===== config.mk =====
export PLATFORM = sky130hd
export DESIGN_NAME = ladybird_level_fifo
export DESIGN_NICKNAME = d
export VERILOG_FILES = /design/src/rtl/ladybird_pkg.sv /design/src/rtl/ladybird_fifo_outreg.sv /design/src/rtl/ladybird_level_fifo.sv
export SDC_FILE = /design/constraint.sdc
export NUM_CORES = 1
export LEC_CHECK = 0
export BUFFER_PORTS_ARGS = -buffer_cell sky130_fd_sc_hd__buf_2
export CORE_MARGIN = 2
export CORE_UTILIZATION = 30
export CTS_CLUSTER_SIZE = 28
export DETAILED_ROUTE_END_ITERATION = 8
export GPL_TIMING_DRIVEN = 0
export PLACE_DENSITY = 0.42
export SLEW_MARGIN = 25
export SYNTH_ARGS = -nofsm -noshare
export SYNTH_HDL_FRONTEND = slang
export SYNTH_SLANG_ARGS = --single-unit

===== constraint.sdc =====
create_clock -name clk -period 8.57 [get_ports clk]
set_input_delay 0.857 -clock clk [delete_from_list [all_inputs] [get_ports clk]]
set_output_delay 0.857 -clock clk [all_outputs]
set_load 0.01 [all_outputs]

===== src/rtl/ladybird_pkg.sv =====
// Shared ladybird FIFO types: per-cycle push/pop operation encoding and a ceil-log2 helper.
package ladybird_pkg;

  typedef enum logic [1:0] {OP_NONE, OP_R, OP_W, OP_WR} fifo_op_t;

  function automatic int clog2(input int v);
    int r;
    r = 0;
    for (int i = 0; i < 31; i++) begin
      if ((1 << i) < v) r = i + 1;
    end
    return r;
  endfunction

endpackage


===== src/rtl/ladybird_fifo_outreg.sv =====
// One-entry valid/ready register stage with flush; data and valid come straight from flops.
// Accepts a new entry when empty or when the held entry is taken in the same cycle.
module ladybird_fifo_outreg
  import ladybird_pkg::*;
#(
  parameter int DATA_W = 8
) (
  input  logic              clk,
  input  logic              anrst,
  input  logic              nrst_i,
  input  logic              flush_i,
  input  logic [DATA_W-1:0] in_data_i,
  input  logic              in_valid_i,
  output logic              in_ready_o,
  output logic [DATA_W-1:0] out_data_o,
  output logic              out_valid_o,
  input  logic              out_ready_i
);

  logic              vld_q, vld_d;
  logic [DATA_W-1:0] dat_q, dat_d;

  assign in_ready_o  = ~vld_q | out_ready_i;
  assign out_valid_o = vld_q;
  assign out_data_o  = dat_q;

  always_comb begin
    vld_d = vld_q;
    dat_d = dat_q;
    if (in_valid_i && in_ready_o) begin
      vld_d = 1'b1;
      dat_d = in_data_i;
    end else if (out_ready_i) begin
      vld_d = 1'b0;
    end
  end

  always_ff @(posedge clk or negedge anrst) begin
    if (!anrst) begin
      vld_q <= 1'b0;
      dat_q <= '0;
    end else if (!nrst_i || flush_i) begin
      vld_q <= 1'b0;
      dat_q <= '0;
    end else begin
      vld_q <= vld_d;
      dat_q <= dat_d;
    end
  end

endmodule


===== src/rtl/ladybird_level_fifo.sv =====
// Level-reporting FIFO: push at edge N is visible on b_valid after edge N (no write-to-read bypass);
// a_ready/b_valid depend on registers only, so neither side sees a combinational path from the other.
module ladybird_level_fifo
  import ladybird_pkg::*;
#(
  parameter int DEPTH_W   = 5,
  parameter int DATA_W    = 8,
  parameter int AF_THRESH = (2 ** DEPTH_W) - 2,
  parameter int AE_THRESH = 1,
  parameter int OUT_REG   = 0
) (
  input  logic              clk,
  input  logic              anrst,
  input  logic              nrst_i,
  input  logic              flush_i,
  input  logic [DATA_W-1:0] a_data_i,
  input  logic              a_valid_i,
  output logic              a_ready_o,
  output logic [DATA_W-1:0] b_data_o,
  output logic              b_valid_o,
  input  logic              b_ready_i,
  output logic [DEPTH_W:0]  count_o,
  output logic              almost_full_o,
  output logic              almost_empty_o
);

  typedef logic [DEPTH_W:0] cnt_t;

  localparam int RAM_D = 2 ** DEPTH_W;
  localparam int CAP   = RAM_D + ((OUT_REG != 0) ? 1 : 0);
  localparam int AF_C  = (AF_THRESH < 0) ? 0 : ((AF_THRESH > CAP) ? CAP : AF_THRESH);
  localparam int AE_C  = (AE_THRESH < 0) ? 0 : ((AE_THRESH > CAP) ? CAP : AE_THRESH);
  localparam cnt_t CAP_V = cnt_t'(CAP);
  localparam cnt_t AF_V  = cnt_t'(AF_C);
  localparam cnt_t AE_V  = cnt_t'(AE_C);

  if (AF_THRESH < 0 || AF_THRESH > CAP) begin : g_af_range
    $error("ladybird_level_fifo: AF_THRESH outside [0, CAP], clamped");
  end
  if (AE_THRESH < 0 || AE_THRESH > CAP) begin : g_ae_range
    $error("ladybird_level_fifo: AE_THRESH outside [0, CAP], clamped");
  end

  cnt_t              wr_ptr_q, wr_ptr_d, rd_ptr_q, rd_ptr_d, count_q, count_d;
  logic [DATA_W-1:0] mem_q [RAM_D];
  logic [DATA_W-1:0] ram_head;
  logic              push, pop, ram_wr, ram_rd, ram_empty;
  fifo_op_t          op;

  // Pointers carry a wrap bit: equal means empty, so the output-reg path never reads stale RAM.
  assign ram_empty = (wr_ptr_q == rd_ptr_q);
  assign ram_head  = mem_q[rd_ptr_q[DEPTH_W-1:0]];

  assign a_ready_o      = (count_q != CAP_V);
  assign push           = a_valid_i & a_ready_o;
  assign pop            = b_valid_o & b_ready_i;
  assign op             = fifo_op_t'({push, pop});
  assign count_o        = count_q;
  assign almost_full_o  = (count_q >= AF_V);
  assign almost_empty_o = (count_q <= AE_V);

  if (OUT_REG != 0) begin : g_oreg
    logic              or_in_rdy;
    logic [DATA_W-1:0] or_in_dat;

    // With the RAM empty the head register takes the incoming word directly.
    assign or_in_dat = ram_empty ? a_data_i : ram_head;
    assign ram_rd    = or_in_rdy & ~ram_empty;
    assign ram_wr    = push & ~(ram_empty & or_in_rdy);

    ladybird_fifo_outreg #(.DATA_W(DATA_W)) u_outreg (
      .clk         (clk),
      .anrst       (anrst),
      .nrst_i      (nrst_i),
      .flush_i     (flush_i),
      .in_data_i   (or_in_dat),
      .in_valid_i  (push | ~ram_empty),
      .in_ready_o  (or_in_rdy),
      .out_data_o  (b_data_o),
      .out_valid_o (b_valid_o),
      .out_ready_i (b_ready_i)
    );
  end else begin : g_noreg
    assign b_data_o  = ram_head;
    assign b_valid_o = ~ram_empty;
    assign ram_rd    = pop;
    assign ram_wr    = push;
  end

  always_comb begin
    wr_ptr_d = wr_ptr_q + cnt_t'(ram_wr);
    rd_ptr_d = rd_ptr_q + cnt_t'(ram_rd);
    count_d  = count_q;
    case (op)
      OP_W:    count_d = count_q + cnt_t'(1);
      OP_R:    count_d = count_q - cnt_t'(1);
      default: count_d = count_q;
    endcase
  end

  always_ff @(posedge clk or negedge anrst) begin
    if (!anrst) begin
      wr_ptr_q <= '0;
      rd_ptr_q <= '0;
      count_q  <= '0;
      for (int i = 0; i < RAM_D; i++) mem_q[i] <= '0;
    end else if (!nrst_i) begin
      wr_ptr_q <= '0;
      rd_ptr_q <= '0;
      count_q  <= '0;
      for (int i = 0; i < RAM_D; i++) mem_q[i] <= '0;
    end else if (flush_i) begin
      wr_ptr_q <= '0;
      rd_ptr_q <= '0;
      count_q  <= '0;
    end else begin
      wr_ptr_q <= wr_ptr_d;
      rd_ptr_q <= rd_ptr_d;
      count_q  <= count_d;
      if (ram_wr) mem_q[wr_ptr_q[DEPTH_W-1:0]] <= a_data_i;
    end
  end

  a_count_range: assert property (@(posedge clk) disable iff (!anrst) count_q <= CAP_V)
    else $error("ladybird_level_fifo: count above capacity or wrapped below zero");

endmodule

==> results.py <==
metrics = {
    "placed_design": {
        "dp_hpwl_um": 31600,
        "place.gp.congestion": 0.840,
        "port-buffer-count": 29,
    },
    "cells_and_area": {
        "multi_input_area_um2": 5640,
        "seq_area_um2": 6860,
        "fin_util": 0.351,
        "area_growth_pct": 15.7,
        "drive_above_1_share": 0.201,
        "n_fill_cell": 4314,
        "insertedDiodeCount": 0,
        "fin_nets": 1224,
    },
    "critical_path": {
        "crit_required_ns": 7.71,
        "cp_top_family": "multiplexers",
        "crit_buf_inv": 3,
        "crit_path_cell_trace": "buf_2 -> clkbuf_1 -> mux4_2 -> mux4_2 -> mux2_2 -> buf_2",
        "max_stage_delay_ns": 0.71,
        "crit_slowest_cell": "clkbuf_1",
        "cp.arrival_ns": 3.53,
        "worst_setup_path_end_kind": "output port",
        "path_class": "reg2out",
        "path_max_fanout": 10,
        "startpoint_type": "flip-flop",
    },
    "clocking": {
        "cts_buffers": 34,
        "clock_sinks": 274,
        "clkLatencyLatePin_ns": 0.52,
        "cts_setup_buffers": 0,
        "holdBufCountCts": 0,
        "htreeDepth": 2,
        "ctsResizeCount": 0,
        "root_buffer": "clkbuf_16",
        "clk_pin_slew_ns": 0.06,
        "cts_max_path_buffers": 3,
        "cts_tree": "done",
    },
    "synth": {
        "synth.distinct_cells": 40,
        "synth_seq_cells": 274,
        "ys.warnings.count": 0,
        "netlist.area_leader.share": 0.525,
        "synth_edf_count": 0,
        "synth_commonest_cells": "274 x dfrtp_1, 261 x nand3_1, 207 x o21ai_1, 80 x mux4_2, 66 x clkbuf_1",
        "synthFlopType": "dfrtp_1",
        "synth.yosys.seq_area_share": 0.525,
        "yosysMostFrequentCell": "dfrtp_1",
        "synth_cells": 1133,
        "ys_top_cells_by_area": "dfrtp_1 52%, mux4_2 14%, nand3_1 10%",
        "synth.largest_area_cell": "dfrtp_1",
        "postSynth.asyncResetShare": 1.00,
        "avgSynthCellArea_um2": 11.5,
        "synth_area_um2": 13100,
        "syn-num-nets": 1156,
    },
    "timing": {
        "rsz0062_at_grt": "no",
        "slew_headroom": 0.407,
        "worstMarginPinSlew_ns": 0.889,
        "skew_ns": 0.00831,
        "slew_violations": 0,
        "hold_violations": 0,
        "finalSetupViolCount": 0,
        "setup_tns_ns": 0,
        "fmax_ghz": 0.228,
        "period_minus_slack_ns": 4.39,
        "fin_crit_sh": 0.512,
    },
    "routing": {
        "wl_per_cell_um": 25.4,
        "routed_wl_um": 46000,
        "drt_iter0_drc": 833,
        "drc_errors": 0,
        "first_pass_iters": 5,
        "num_vias": 9778,
        "routed_via_density": 5.41,
        "final_antenna_net_count": 0,
    },
    "floorplan": {
        "dieArea_um2": 45200,
        "core_area_um2": 43100,
        "pin_count": 32,
        "die_w_um": 213,
        "start_util": 0.303,
        "die_y_um": 213,
        "rows": 76,
    },
    "global_route": {
        "first_global_vias": 10200,
        "track_usage": 0.211,
        "grt-busiest-layer": "met2",
        "grtUsageMet3": 0.0428,
        "grt_pass1_wl_um": 69200,
        "grt_max_degree": 81,
        "met1_usage": 0.293,
        "grt.overflow.total": 0,
        "antenna_found_initial": 2,
        "use_met2": 0.327,
    },
    "outcome": {
        "status": "complete, no violations",
    },
    "run": {
        "maxCapViolCount": 0,
    },
    "pwr": {
        "ir_worst_vdd_v": 0.0000871,
        "powerDensity_nw_per_um2": 191,
        "leakage_nw": 5.99,
    },
    "hold_path": {
        "min_path_type": "in2async",
    },
}
-- metrics by stage --
stage | cells | area, µm² | total power [mW] | hold WS [ns] | worst slack [ns]
finish | 1807 | 15100 | 2.89 | 0.247 | 4.18
global route | 1807 | 15100 | 2.98 | 0.280 | 4.10
detailed placement | 1750 | 14000 | 1.48 | 0.495 | 4.74
global placement | 1747 | 13900 | 1.48 | 0.487 | 1.03
floorplan | 1133 | 13100 | 1.39 | 0.473 | 5.61
CTS | 1807 | 15100 | 2.92 | 0.272 | 4.19
-- logic make-up after synthesis --
kind of cell,Yosys count,share of synthesized area
simple gates,318,0.128
flops,274,0.525
fa+ha+maj,9,0.00862
mux,89,0.146
compound gates,299,0.138
buf+inv,127,0.0438
xor+xnor,17,0.0114
-- cell usage in the layout, fill, tap and decap left out, types with 15 or more instances in the layout --
cell type  instances
o2111ai_2         28
o21ai_0           52
clkbuf_16         35
buf_2             62
dfrtp_1          274
buf_1             15
mux4_2            80
o21ai_1          207
nand3_1          261
clkbuf_1          77
-- flip-flops by register name, summed over array words and instances (netlist names) --
register,cells
mem_q,256
rd_ptr_q,6
wr_ptr_q,6
count_o,6
-- area by class of cell --
class | count | share of cell area
Tap cell | 585 | 0.0484
Sequential cell | 274 | 0.453
Clock inverter | 5 | 0.00521
Buffer | 124 | 0.0371
Timing Repair Buffer | 32 | 0.0157
Multi-Input combinational cell | 732 | 0.373
Clock buffer | 52 | 0.0661
Inverter | 3 | 0.000745
-- final timing paths --
kind | cells after the start | slack, ns | start | to
max in group asynchronous | 3 | 7.15 | anrst | mem_q[66]
worst max-delay path | 6 | 4.18 | rd_ptr_q[1] | b_data_o[4]
worst max register to register | 11 | 4.89 | rd_ptr_q[1] | count_o[5]
worst min register to register | 2 | 0.51 | mem_q[87] | mem_q[87]
min in group clk | 2 | 0.51 | mem_q[87] | mem_q[87]
worst min-delay path | 1 | 0.25 | anrst | count_o[2]
-- where the power goes --
group / internal (mW) / leakage, nW / switching [mW] / total [mW]
Clock: 0.861 / 0.528 / 0.573 / 1.43
Sequential: 1.30 / 3.83 / 0.00423 / 1.30
Combinational: 0.0344 / 1.64 / 0.121 / 0.155
-- metal layers --
layer  routed length [µm]  up-vias
met1                21000     5060
li1                     -     4420
met5                    9        -
met2                21100      225
met3                 2390       71
met4                 1510        2
(Power assumes the default switching activity.)
